[src/rtl/bist_controller.sv]
// Logic-BIST sequencer: clears the MISR, runs the TPG for NUM_PATTERNS cycles,
// lines MISR compaction up with the CUT latency, then captures and grades the signature.
module bist_controller #(
  parameter int unsigned NUM_PATTERNS = 256,
  parameter int unsigned CUT_LATENCY  = 0,
  parameter logic [15:0] GOLDEN_SIG   = 16'h0000
) (
  input  logic        clk,
  input  logic        reset,
  input  logic        start,
  input  logic        abort,
  input  logic [15:0] misr_sig,
  output logic        misr_reset,
  output logic        misr_enable,
  output logic        tpg_enable,
  output logic [15:0] pattern_count,
  output logic        busy,
  output logic        done,
  output logic        pass,
  output logic [15:0] signature
);

  typedef enum logic [2:0] {IDLE, CLEAR, RUN, FLUSH, COMPARE, DONE} state_e;

  localparam logic [15:0] LAST_CNT   = 16'(NUM_PATTERNS - 1);
  localparam logic [3:0]  FLUSH_LAST = 4'((CUT_LATENCY > 0) ? (CUT_LATENCY - 1) : 0);

  state_e      state_q, state_d;
  logic [15:0] cnt_q, cnt_d;
  logic [3:0]  lat_q, lat_d;
  logic [15:0] sig_q, sig_d;
  logic        pass_q, pass_d;
  logic        misr_reset_q, tpg_en_q, misr_en_q, busy_q, done_q;
  logic        tpg_en_d, misr_en_d, men_raw, pipe_flush;

  always_comb begin
    state_d = state_q;
    cnt_d   = cnt_q;
    lat_d   = lat_q;
    sig_d   = sig_q;
    pass_d  = pass_q;
    unique case (state_q)
      IDLE: begin
        if (start && !abort) begin
          state_d = CLEAR;
          cnt_d   = '0;
        end
      end
      CLEAR: begin
        state_d = abort ? IDLE : RUN;
      end
      RUN: begin
        // The count advances on every RUN cycle, including one that is aborted.
        cnt_d = cnt_q + 16'd1;
        if (abort) begin
          state_d = IDLE;
        end else if (cnt_q == LAST_CNT) begin
          state_d = (CUT_LATENCY > 0) ? FLUSH : COMPARE;
          lat_d   = FLUSH_LAST;
        end
      end
      FLUSH: begin
        if (abort) begin
          state_d = IDLE;
        end else if (lat_q == 4'd0) begin
          state_d = COMPARE;
        end else begin
          lat_d = lat_q - 4'd1;
        end
      end
      COMPARE: begin
        if (abort) begin
          state_d = IDLE;
        end else begin
          sig_d   = misr_sig;
          pass_d  = (misr_sig == GOLDEN_SIG);
          state_d = DONE;
        end
      end
      DONE: begin
        if (start && !abort) begin
          state_d = CLEAR;
          cnt_d   = '0;
          sig_d   = '0;
          pass_d  = 1'b0;
        end
      end
      default: state_d = IDLE;
    endcase
  end

  assign tpg_en_d   = (state_d == RUN);
  assign pipe_flush = (state_d == CLEAR) || (state_d == IDLE);
  assign misr_en_d  = men_raw && ((state_d == RUN) || (state_d == FLUSH));

  // The pipe is fed with the next-cycle TPG enable so that the registered
  // misr_enable lands exactly CUT_LATENCY cycles behind the registered tpg_enable.
  if (CUT_LATENCY == 0) begin : g_nopipe
    assign men_raw = tpg_en_d;
  end else begin : g_pipe
    logic [CUT_LATENCY-1:0] pipe_q;
    logic [CUT_LATENCY:0]   ext;
    assign ext     = {pipe_q, tpg_en_d};
    assign men_raw = ext[CUT_LATENCY];
    always_ff @(posedge clk) begin
      if (reset || pipe_flush) begin
        pipe_q <= '0;
      end else begin
        pipe_q <= ext[CUT_LATENCY-1:0];
      end
    end
  end

  always_ff @(posedge clk) begin
    if (reset) begin
      state_q      <= IDLE;
      cnt_q        <= '0;
      lat_q        <= '0;
      sig_q        <= '0;
      pass_q       <= 1'b0;
      misr_reset_q <= 1'b0;
      tpg_en_q     <= 1'b0;
      misr_en_q    <= 1'b0;
      busy_q       <= 1'b0;
      done_q       <= 1'b0;
    end else begin
      state_q      <= state_d;
      cnt_q        <= cnt_d;
      lat_q        <= lat_d;
      sig_q        <= sig_d;
      pass_q       <= pass_d;
      misr_reset_q <= (state_d == CLEAR);
      tpg_en_q     <= tpg_en_d;
      misr_en_q    <= misr_en_d;
      busy_q       <= (state_d == CLEAR) || (state_d == RUN) ||
                      (state_d == FLUSH) || (state_d == COMPARE);
      done_q       <= (state_d == DONE);
    end
  end

  assign misr_reset    = misr_reset_q;
  assign misr_enable   = misr_en_q;
  assign tpg_enable    = tpg_en_q;
  assign pattern_count = cnt_q;
  assign busy          = busy_q;
  assign done          = done_q;
  assign pass          = pass_q;
  assign signature     = sig_q;

endmodule

[config.mk]
export PLATFORM = sky130hd
export DESIGN_NAME = bist_controller
export DESIGN_NICKNAME = d
export VERILOG_FILES = /design/src/rtl/bist_controller.sv
export SDC_FILE = /design/constraint.sdc
export NUM_CORES = 1
export LEC_CHECK = 0
export CORE_ASPECT_RATIO = 1.75
export CORE_MARGIN = 2
export CORE_UTILIZATION = 48
export CTS_CLUSTER_SIZE = 16
export DETAILED_ROUTE_END_ITERATION = 16
export PLACE_DENSITY = 0.8
export SLEW_MARGIN = 10
export SYNTH_ARGS = -nofsm -noshare
export SYNTH_HDL_FRONTEND = slang
export SYNTH_SLANG_ARGS = --single-unit
[constraint.sdc]
create_clock -name clk -period 2.48 [get_ports clk]
set_clock_uncertainty 0.1 [all_clocks]
set_input_delay 0.496 -clock clk [delete_from_list [all_inputs] [get_ports clk]]
set_output_delay 0.496 -clock clk [all_outputs]
set_load 0.01 [all_outputs]
==> flow_metrics.py <==
metrics = {
    "outcome": {
        "status": "finished clean",
    },
    "critical_path": {
        "arrival_ps": 2230,
        "cp_slowest_stage_delay_ps": 520,
        "slowest_stage": "o21ai_2",
        "worstPathCellList": "clkdlybuf4s50_1 > nor2b_2 > o21ai_2 > buf_4 > a211oi_2 > xnor2_1 > nor2_1",
        "path_class": "primary input to register",
        "required_ps": 2560,
        "critPathCaptureType": "register",
        "crit_path_start_kind": "primary input",
        "crit_fanout": 11,
    },
    "synthesis": {
        "synth-edff-count": 0,
        "yosys.area.top_type": "dfxtp_1",
        "netlist_area_sq_um": 2110,
        "synthesis.nets": 241,
        "synthArstFlopShare": 0,
        "synthFlopType": "dfxtp_1",
        "syn_area_per_cell_sq_um": 9.64,
        "synth_area_leaders": "dfxtp_1, nor2_1, xnor2_1",
        "ys_types": 47,
        "ys_seq_elements": 44,
        "ys_warn_count": 0,
        "synth_top_area_frac": 0.417,
        "yosysSeqAreaShare": 0.417,
        "syn_inst": 219,
        "synth_common_cells": "dfxtp_1, nor2_1, a22oi_1, xnor2_1, nand2_1",
        "synth.most_common_cell": "dfxtp_1",
    },
    "timing": {
        "hold_violations": 0,
        "setup_violations": 0,
        "finalMaxSlewViolations": 0,
        "max_freq_ghz": 0.465,
        "min_period_ps": 2150,
        "grt_setup_unrepaired": "false",
        "fin_tns_setup_ps": 0,
        "finalCritPeriodShare": 0.867,
        "whs_ps": 414,
        "relSlewSlack": 0.382,
        "tightest_slew_ps": 923,
    },
    "clock_network": {
        "root_buffer": "clkbuf_8",
        "cts_tree": "built",
        "numCtsBuffers": 5,
        "cts_hold_buffers": 0,
        "cts_max_path_buffers": 2,
        "path_clk_slew_ps": 80,
        "cts_max_level": 2,
        "insertion_delay_ps": 290,
        "cts_resized": 0,
        "postCtsSetupBuffers": 0,
        "cts.sinks": 44,
    },
    "pwr": {
        "p_per_area_nw_per_um2": 473,
        "p_leak_nw": 0.901,
        "vdd_drop_max_v": 0.000410,
    },
    "global_routing": {
        "antenna_found_initial": 0,
        "grt_max_degree": 18,
        "grt_pass1_wl_um": 7450,
        "grt_pass1_vias": 1774,
        "grtUsageTotal": 0.197,
        "grt.overflow.total": 0,
    },
    "die": {
        "io_pins": 58,
        "start_util": 0.504,
        "die_y_um": 91.7,
        "dieArea_sq_um": 4970,
        "dieWidth_um": 54.1,
        "core_sq_um": 4190,
        "rows": 31,
    },
    "finish": {
        "layout-drive-gt1-share": 0.154,
        "syn2layout_area_growth_pct": 34.6,
        "nNetsFinal": 301,
        "num_antenna_cells": 0,
        "fin_util": 0.678,
    },
    "drt": {
        "dr.pass1.iters": 4,
        "drtAntennaViolNets": 0,
        "via_count": 1810,
        "via_per_inst": 5.50,
        "routedWlPerCell_um": 14.6,
        "remaining_drc_errors": 0,
        "wl_um": 4810,
        "drtIter0Drc": 34,
    },
    "worst_hold_path": {
        "hold_class": "register to register",
    },
    "place": {
        "gp_congestion": 0.801,
        "dp_hpwl_um": 3590,
        "port_buffers": 57,
    },
    "run": {
        "maxCapViolations": 0,
    },
}
[registers in the layout (all words and copies together) (netlist names)]
register	cells
pattern_count	16
signature	16
lat_q	4
state_q	3
busy	1
done	1
misr_reset	1
pass	1
tpg_enable	1
[cells in the final DEF (no fill, tap or decap), drive strengths merged, types with 2 or more instances in the layout]
cell / count
clkdlybuf4s50: 57
nor2b: 4
xnor2: 16
a2111oi: 7
a21oi: 8
a21bo: 2
and2: 2
nand4: 4
a22oi: 16
nand3b: 4
dfxtp: 44
buf: 6
clkbuf: 6
a211oi: 10
nand2: 10
nor2: 39
nor3b: 2
nand2b: 3
nand3: 5
inv: 8
nor4: 7
o31ai: 2
ha: 2
[report_power, final]
part | internal (mW) | switching [mW] | total (mW)
Clock | 0.299 | 0.233 | 0.531
Combinational | 0.0488 | 0.0460 | 0.0948
Sequential | 0.710 | 0.00589 | 0.716
[worst paths after layout]
kind / from / end / slack (ps) / cells past startpoint
setup / recovery: start / pattern_count[7]$_SDFFE_PP0P_ / 330 / 7
hold / removal: signature[8]$_SDFFE_PP0P_ / signature[8]$_SDFFE_PP0P_ / 410 / 2
setup reg to reg: lat_q[0]$_SDFFE_PP0P_ / busy$_SDFF_PP0_ / 450 / 6
hold reg to reg: signature[8]$_SDFFE_PP0P_ / signature[8]$_SDFFE_PP0P_ / 410 / 2
[per-stage QoR]
stage / total power, mW / std cells / setup WS [ps] / cell area (sq um)
6_report: 1.34 / 329 / 329 / 2840
5_1_grt: 1.39 / 329 / 196 / 2840
4_1_cts: 1.35 / 329 / 310 / 2840
3_5_place_dp: 0.827 / 321 / 6.59 / 2730
3_3_place_gp: 0.827 / 321 / 62.4 / 2730
2_1_floorplan: 0.774 / 219 / 700 / 2110
[routing by layer]
layer  track usage  vias to the layer above  wire (um)
met5             0                        -          0
met4        0.0646                        0         78
met3        0.0407                        7        252
met2         0.379                       54       2580
met1         0.189                      842       1900
li1              -                      907          -
[kinds of logic (layout without fill, tap and decap cells)]
kind of cell             Yosys count  after routing  synth area share
AO/OA/AOI/OAI                     51             51             0.226
XOR/XNOR                          16             16            0.0664
adder cells (fa/ha/maj)            2              2            0.0119
buffers and inverters             18             79            0.0403
flip-flops                        44             44             0.417
AND/OR/NAND/NOR                   88             88             0.238
[critical path: cells and delay by family]
family / cells / cell delay [ps]
buffers and inverters: 2 / 710
AOI/OAI and AO/OA: 2 / 610
and+or+nand+nor: 2 / 250
xor gates and xnor gates: 1 / 150
[cell type report]
cell class / instances / area (sq um)
inverter: 8 / 30.0
timing repair buffer: 63 / 616
sequential: 44 / 881
multi-input combinational: 157 / 1140
fill: 328 / 1350
tap: 49 / 61.3
clock buffer: 6 / 72.6
clock inverter: 2 / 35.0
(Power assumes the default switching activity.)
